`src/rtl/id_ex_pipe.sv`:
```
// Purpose : ID/EX pipeline register with load-use hazard detection, bubble insertion and branch flush.
// Latency : one cycle ID->EX; a load-use hazard inserts exactly one bubble.
// Backpr. : stall_id (combinational) holds PC and IF/ID for the hazard cycle; enable=0 freezes everything.
//
// Ports:
//   clk, arst_n        core clock (rising edge), asynchronous active-low reset
//   enable             global pipeline enable
//   *_id               decoded instruction fields from ID, flush from branch resolution
//   *_ex               registered EX-stage copies
//   stall_id           hold request towards PC / IF/ID
//   stall_cnt          saturating count of load-use bubbles inserted
module id_ex_pipe #(
  parameter int DATA_W = 64,
  parameter int CTRL_W = 8,
  parameter int CNT_W  = 16
) (
  input  logic              clk,
  input  logic              arst_n,
  input  logic              enable,
  input  logic              valid_id,
  input  logic [4:0]        rs1_id,
  input  logic [4:0]        rs2_id,
  input  logic [4:0]        rd_id,
  input  logic              uses_rs1_id,
  input  logic              uses_rs2_id,
  input  logic [DATA_W-1:0] rdata1_id,
  input  logic [DATA_W-1:0] rdata2_id,
  input  logic [DATA_W-1:0] imm_id,
  input  logic [DATA_W-1:0] pc_id,
  input  logic [CTRL_W-1:0] ctrl_id,
  input  logic              reg_write_id,
  input  logic              mem_read_id,
  input  logic              mem_write_id,
  input  logic              flush,
  output logic              valid_ex,
  output logic [4:0]        rs1_ex,
  output logic [4:0]        rs2_ex,
  output logic [4:0]        rd_ex,
  output logic [DATA_W-1:0] rdata1_ex,
  output logic [DATA_W-1:0] rdata2_ex,
  output logic [DATA_W-1:0] imm_ex,
  output logic [DATA_W-1:0] pc_ex,
  output logic [CTRL_W-1:0] ctrl_ex,
  output logic              reg_write_ex,
  output logic              mem_read_ex,
  output logic              mem_write_ex,
  output logic              stall_id,
  output logic [CNT_W-1:0]  stall_cnt
);

  logic hazard;

  // A load in EX whose destination is read by the ID instruction cannot be
  // forwarded in time; x0 never creates a dependency.
  assign hazard = valid_id & valid_ex & mem_read_ex & (rd_ex != 5'd0) &
                  ((uses_rs1_id & (rs1_id == rd_ex)) |
                   (uses_rs2_id & (rs2_id == rd_ex)));

  // A taken branch squashes the ID instruction, so there is nothing to hold.
  // valid_ex is cleared by reset, which keeps this low while in reset.
  assign stall_id = hazard & ~flush & enable;

  always_ff @(posedge clk or negedge arst_n) begin
    if (!arst_n) begin
      valid_ex     <= 1'b0;
      rs1_ex       <= '0;
      rs2_ex       <= '0;
      rd_ex        <= '0;
      rdata1_ex    <= '0;
      rdata2_ex    <= '0;
      imm_ex       <= '0;
      pc_ex        <= '0;
      ctrl_ex      <= '0;
      reg_write_ex <= 1'b0;
      mem_read_ex  <= 1'b0;
      mem_write_ex <= 1'b0;
      stall_cnt    <= '0;
    end else if (enable) begin
      if (flush || hazard) begin
        // Bubble: indices cleared too so forwarding never matches a dead slot.
        valid_ex     <= 1'b0;
        rs1_ex       <= '0;
        rs2_ex       <= '0;
        rd_ex        <= '0;
        rdata1_ex    <= '0;
        rdata2_ex    <= '0;
        imm_ex       <= '0;
        pc_ex        <= '0;
        ctrl_ex      <= '0;
        reg_write_ex <= 1'b0;
        mem_read_ex  <= 1'b0;
        mem_write_ex <= 1'b0;
        // Only genuine load-use stalls are counted; flush has priority.
        if (!flush && (stall_cnt != {CNT_W{1'b1}}))
          stall_cnt <= stall_cnt + {{(CNT_W-1){1'b0}}, 1'b1};
      end else begin
        valid_ex     <= valid_id;
        rs1_ex       <= rs1_id;
        rs2_ex       <= rs2_id;
        rd_ex        <= rd_id;
        rdata1_ex    <= rdata1_id;
        rdata2_ex    <= rdata2_id;
        imm_ex       <= imm_id;
        pc_ex        <= pc_id;
        ctrl_ex      <= ctrl_id;
        // Forwarding downstream relies on reg_write_ex never targeting x0.
        reg_write_ex <= reg_write_id & valid_id & (rd_id != 5'd0);
        mem_read_ex  <= mem_read_id & valid_id;
        mem_write_ex <= mem_write_id & valid_id;
      end
    end
  end

endmodule
```
`config.mk`:
```
export PLATFORM = sky130hd
export DESIGN_NAME = id_ex_pipe
export DESIGN_NICKNAME = d
export VERILOG_FILES = /design/src/rtl/id_ex_pipe.sv
export SDC_FILE = /design/constraint.sdc
export NUM_CORES = 1
export LEC_CHECK = 0
export ABC_AREA = 1
export CAP_MARGIN = 20
export CORE_AREA = 5 5 225 227
export CTS_CLUSTER_DIAMETER = 120
export CTS_CLUSTER_SIZE = 24
export DETAILED_ROUTE_END_ITERATION = 8
export DIE_AREA = 0 0 230 232
export PLACE_DENSITY = 0.62
export SYNTH_ARGS = -nofsm -noshare
export SYNTH_HDL_FRONTEND = slang
export SYNTH_SLANG_ARGS = --single-unit
```
`constraint.sdc`:
```
create_clock -name clk -period 1.45 [get_ports clk]
set_input_delay 0.29 -clock clk [delete_from_list [all_inputs] [get_ports clk]]
set_output_delay 0.29 -clock clk [all_outputs]
set_load 0.1 [all_outputs]
```
==> flow_summary.toml <==
[die]
core_area_sq_um = 48440
start_util_pct = 25.46
dieArea_sq_um = 53360
io_pins = 589
die_w_microns = 230
rows = 81
fp.dieH_microns = 232

[worst_setup_path]
path_cells = "buf_6 > inv_4 > nand2_2 > nand2_2 > nor2_2 > nand3_1 > nand2_2 > buf_6 > nand3_4 > inv_4 > buf_12"
cp_data_required_time_ps = 1160
cpLargestDelayFamily = "buffers and inverters"
critPathBufInv = 5
slowest_delay_ps = 500
critPathCaptureType = "output pin"
worstPathMaxFanout = 4
worstSetupPathType = "flop to output pin"
critPathArrivalTime_ps = 1930
critPathMostFrequentCell = "nand2_2"
cp-start-kind = "flop"
crit_slowest_cell = "dfrtp_4"

[logic_synthesis]
syn_inst = 1432
synthTopCellsByCount = "626 x nand2_1, 299 x dfrtp_1, 289 x nand3_1"
synth_cell_types = 23
synth.top_cells.by_area = "dfrtp_1 61%, nand2_1 19%, nand3_1 12%, buf_2 1.7%, inv_1 1.2%"
yosysWarnings = 0
synth.avg_cell_area_sq_um = 8.612
synth_top_area_cell = "dfrtp_1"
synth_top_area_share_pct = 60.67
synth_edf_count = 0
synth_flop_cell = "dfrtp_1"
syn_area_sq_um = 12330
synth.most_common_cell = "nand2_1"
ys_seq_area_share_pct = 60.67
synth_fp_nets = 1722
async_reset_ff_share_pct = 100.0
synth-seq-cells = 299

[global_routing]
antenna_found_initial = 2
grt_pass1_wl_mm = 76.86
grt_max_degree = 69
gr-usage-all-layers_pct = 17.86
overflow = 0
grt_pass1_vias = 12850

[timing]
rsz0062_at_grt = "true"
slew_violations = 0
final.setup.tns_ps = -133530
final.period_utilization_pct = 153.4
tightest_slew_ps = 465.7
hold_viol = 0
slew-limit-headroom_pct = 68.95
fmax_ghz = 0.4495
final-setup-viol-count = 327
fin_ws_ps = -774.8
worst_clock_skew_ps = 12.85
final.min_clock_period_ps = 2225

[placement]
dp.cells = 2643
post_dp_cell_area_sq_um = 22780
dp_hpwl_mm = 37.32
place.gp.congestion = 0.8768
portBuffers = 588

[power_and_ir_drop]
vdd_drop_max_mv = 0.8532
powerDensity_nw_per_um2 = 1026
leakagePower_nw = 11.58
p_total_w = 0.02470

[route]
wl_per_cell_microns = 18.97
drt_first_pass_iters = 5
detail_route.wirelength_mm = 51.24
vias = 12473
drc = 0
drtIter0Drc = 768
viasPerCell = 4.618
postRouteAntennaNets = 0

[final_layout]
area_growth_pct = 95.15
final_area_sq_um = 24070
antenna_cells = 0
nNetsFinal = 2363
drive_gt1_share_pct = 25.35
post-route-util_pct = 49.68
instances_no_fill = 2701

[worst_hold_path]
holdCritPathClass = "input pin to async pin"

[status]
status = "complete, but fails checks"
violations = "setup timing"

[clock_tree]
numCtsBuffers = 16
clockBufferDepth = 3
cts_tree = "done"
cts_root_buf = "clkbuf_16"
cts_sinks = 299
path_clk_slew_ps = 100
h-tree-depth = 1
clock_latency_ps = 520

[run]
maxCapViolCount = 0
## cells by family (layout without fill, tap and decap cells)
logic type	after synthesis	count (layout)	share of synthesized area, %
adder cells (fa/ha/maj)	1	1	0.1014
AND/OR/NAND/NOR	967	967	32.86
flip-flops	299	299	60.67
buffers and inverters	143	790	5.357
AO/OA/AOI/OAI	21	21	0.9435
XOR/XNOR	1	1	0.07103
## cell type report
type / count / area [sq um]
Sequential cell: 299 / 7564
Clock inverter: 3 / 65.06
Timing Repair Buffer: 719 / 10620
Fill cell: 4317 / 24380
Inverter: 47 / 193.9
Clock buffer: 21 / 450.4
Multi-Input combinational cell: 990 / 4399
Tap cell: 622 / 778.2
## layout by cell type, fill, tap and decap left out, drive strengths merged
master,n
o21bai,2
nor3,4
a21boi,1
nor2,28
dfrtp,299
clkinv,1
nand3,289
ha,1
bufinv,2
clkbuf,30
xnor2,1
o21ai,15
nand4,18
clkdlybuf4s50,287
buf,422
o22ai,3
nand3b,1
dlygate4sd3,1
nand2,627
inv,47
## routing by layer
layer | GRT usage [%] | routed length [microns] | vias to the layer above
li1 | - | - | 5840
met3 | 5.490 | 4504 | 58
met1 | 22.66 | 20560 | 6083
met5 | 0 | 13 | -
met2 | 30.26 | 24970 | 490
met4 | 3.830 | 1181 | 2
## flip-flops by register name, indices dropped and copies added (netlist names)
register      flops
pc_ex            64
reg_write_ex      1
rdata1_ex        64
valid_ex          1
ctrl_ex           8
rs2_ex            5
mem_read_ex       1
stall_cnt        16
mem_write_ex      1
rs1_ex            5
rd_ex             5
imm_ex           64
rdata2_ex        64
## worst paths after layout
kind	start	to	slack, ps	cells past startpoint
min in group clk	pc_id[51]	pc_ex[51]	310	3
max in group asynchronous	arst_n	stall_cnt[7]	570	4
max	rd_ex[4]	stall_id	-770	11
max reg2reg	rd_ex[4]	stall_cnt[2]	-600	16
min reg2reg	pc_ex[41]	pc_ex[41]	540	2
min	arst_n	imm_ex[55]	200	2
## metrics by stage
stage	setup WS (ps)	hold slack (ps)
final	-774.8	202.7
after global routing	-885.7	199.1
after CTS	-915.3	178.5
after global placement	-705.2	156.5
after floorplan	-318.0	-5.591
after detailed placement	-752.0	156.4
## power breakdown
group	leakage (nW)	internal, W	total, W	switching (W)
clock	0.252	0.00257	0.00540	0.00283
sequential	3.86	0.00895	0.00966	0.000702
combinational	7.47	0.00358	0.00965	0.00607
total	11.6	0.0151	0.0247	0.00961
## what timing repair did
action | CTS | global route
gates cloned | 2 | 11
gates resized for setup | 26 | 44
pin swaps | 17 | 25
hold buffers | 1 | 0
hold endpoints to repair | 199 | 0
buffers inserted | 10 | 13
endpoints found under the setup margin | 507 | 582
No activity file was read; power rests on OpenSTA's default activity.
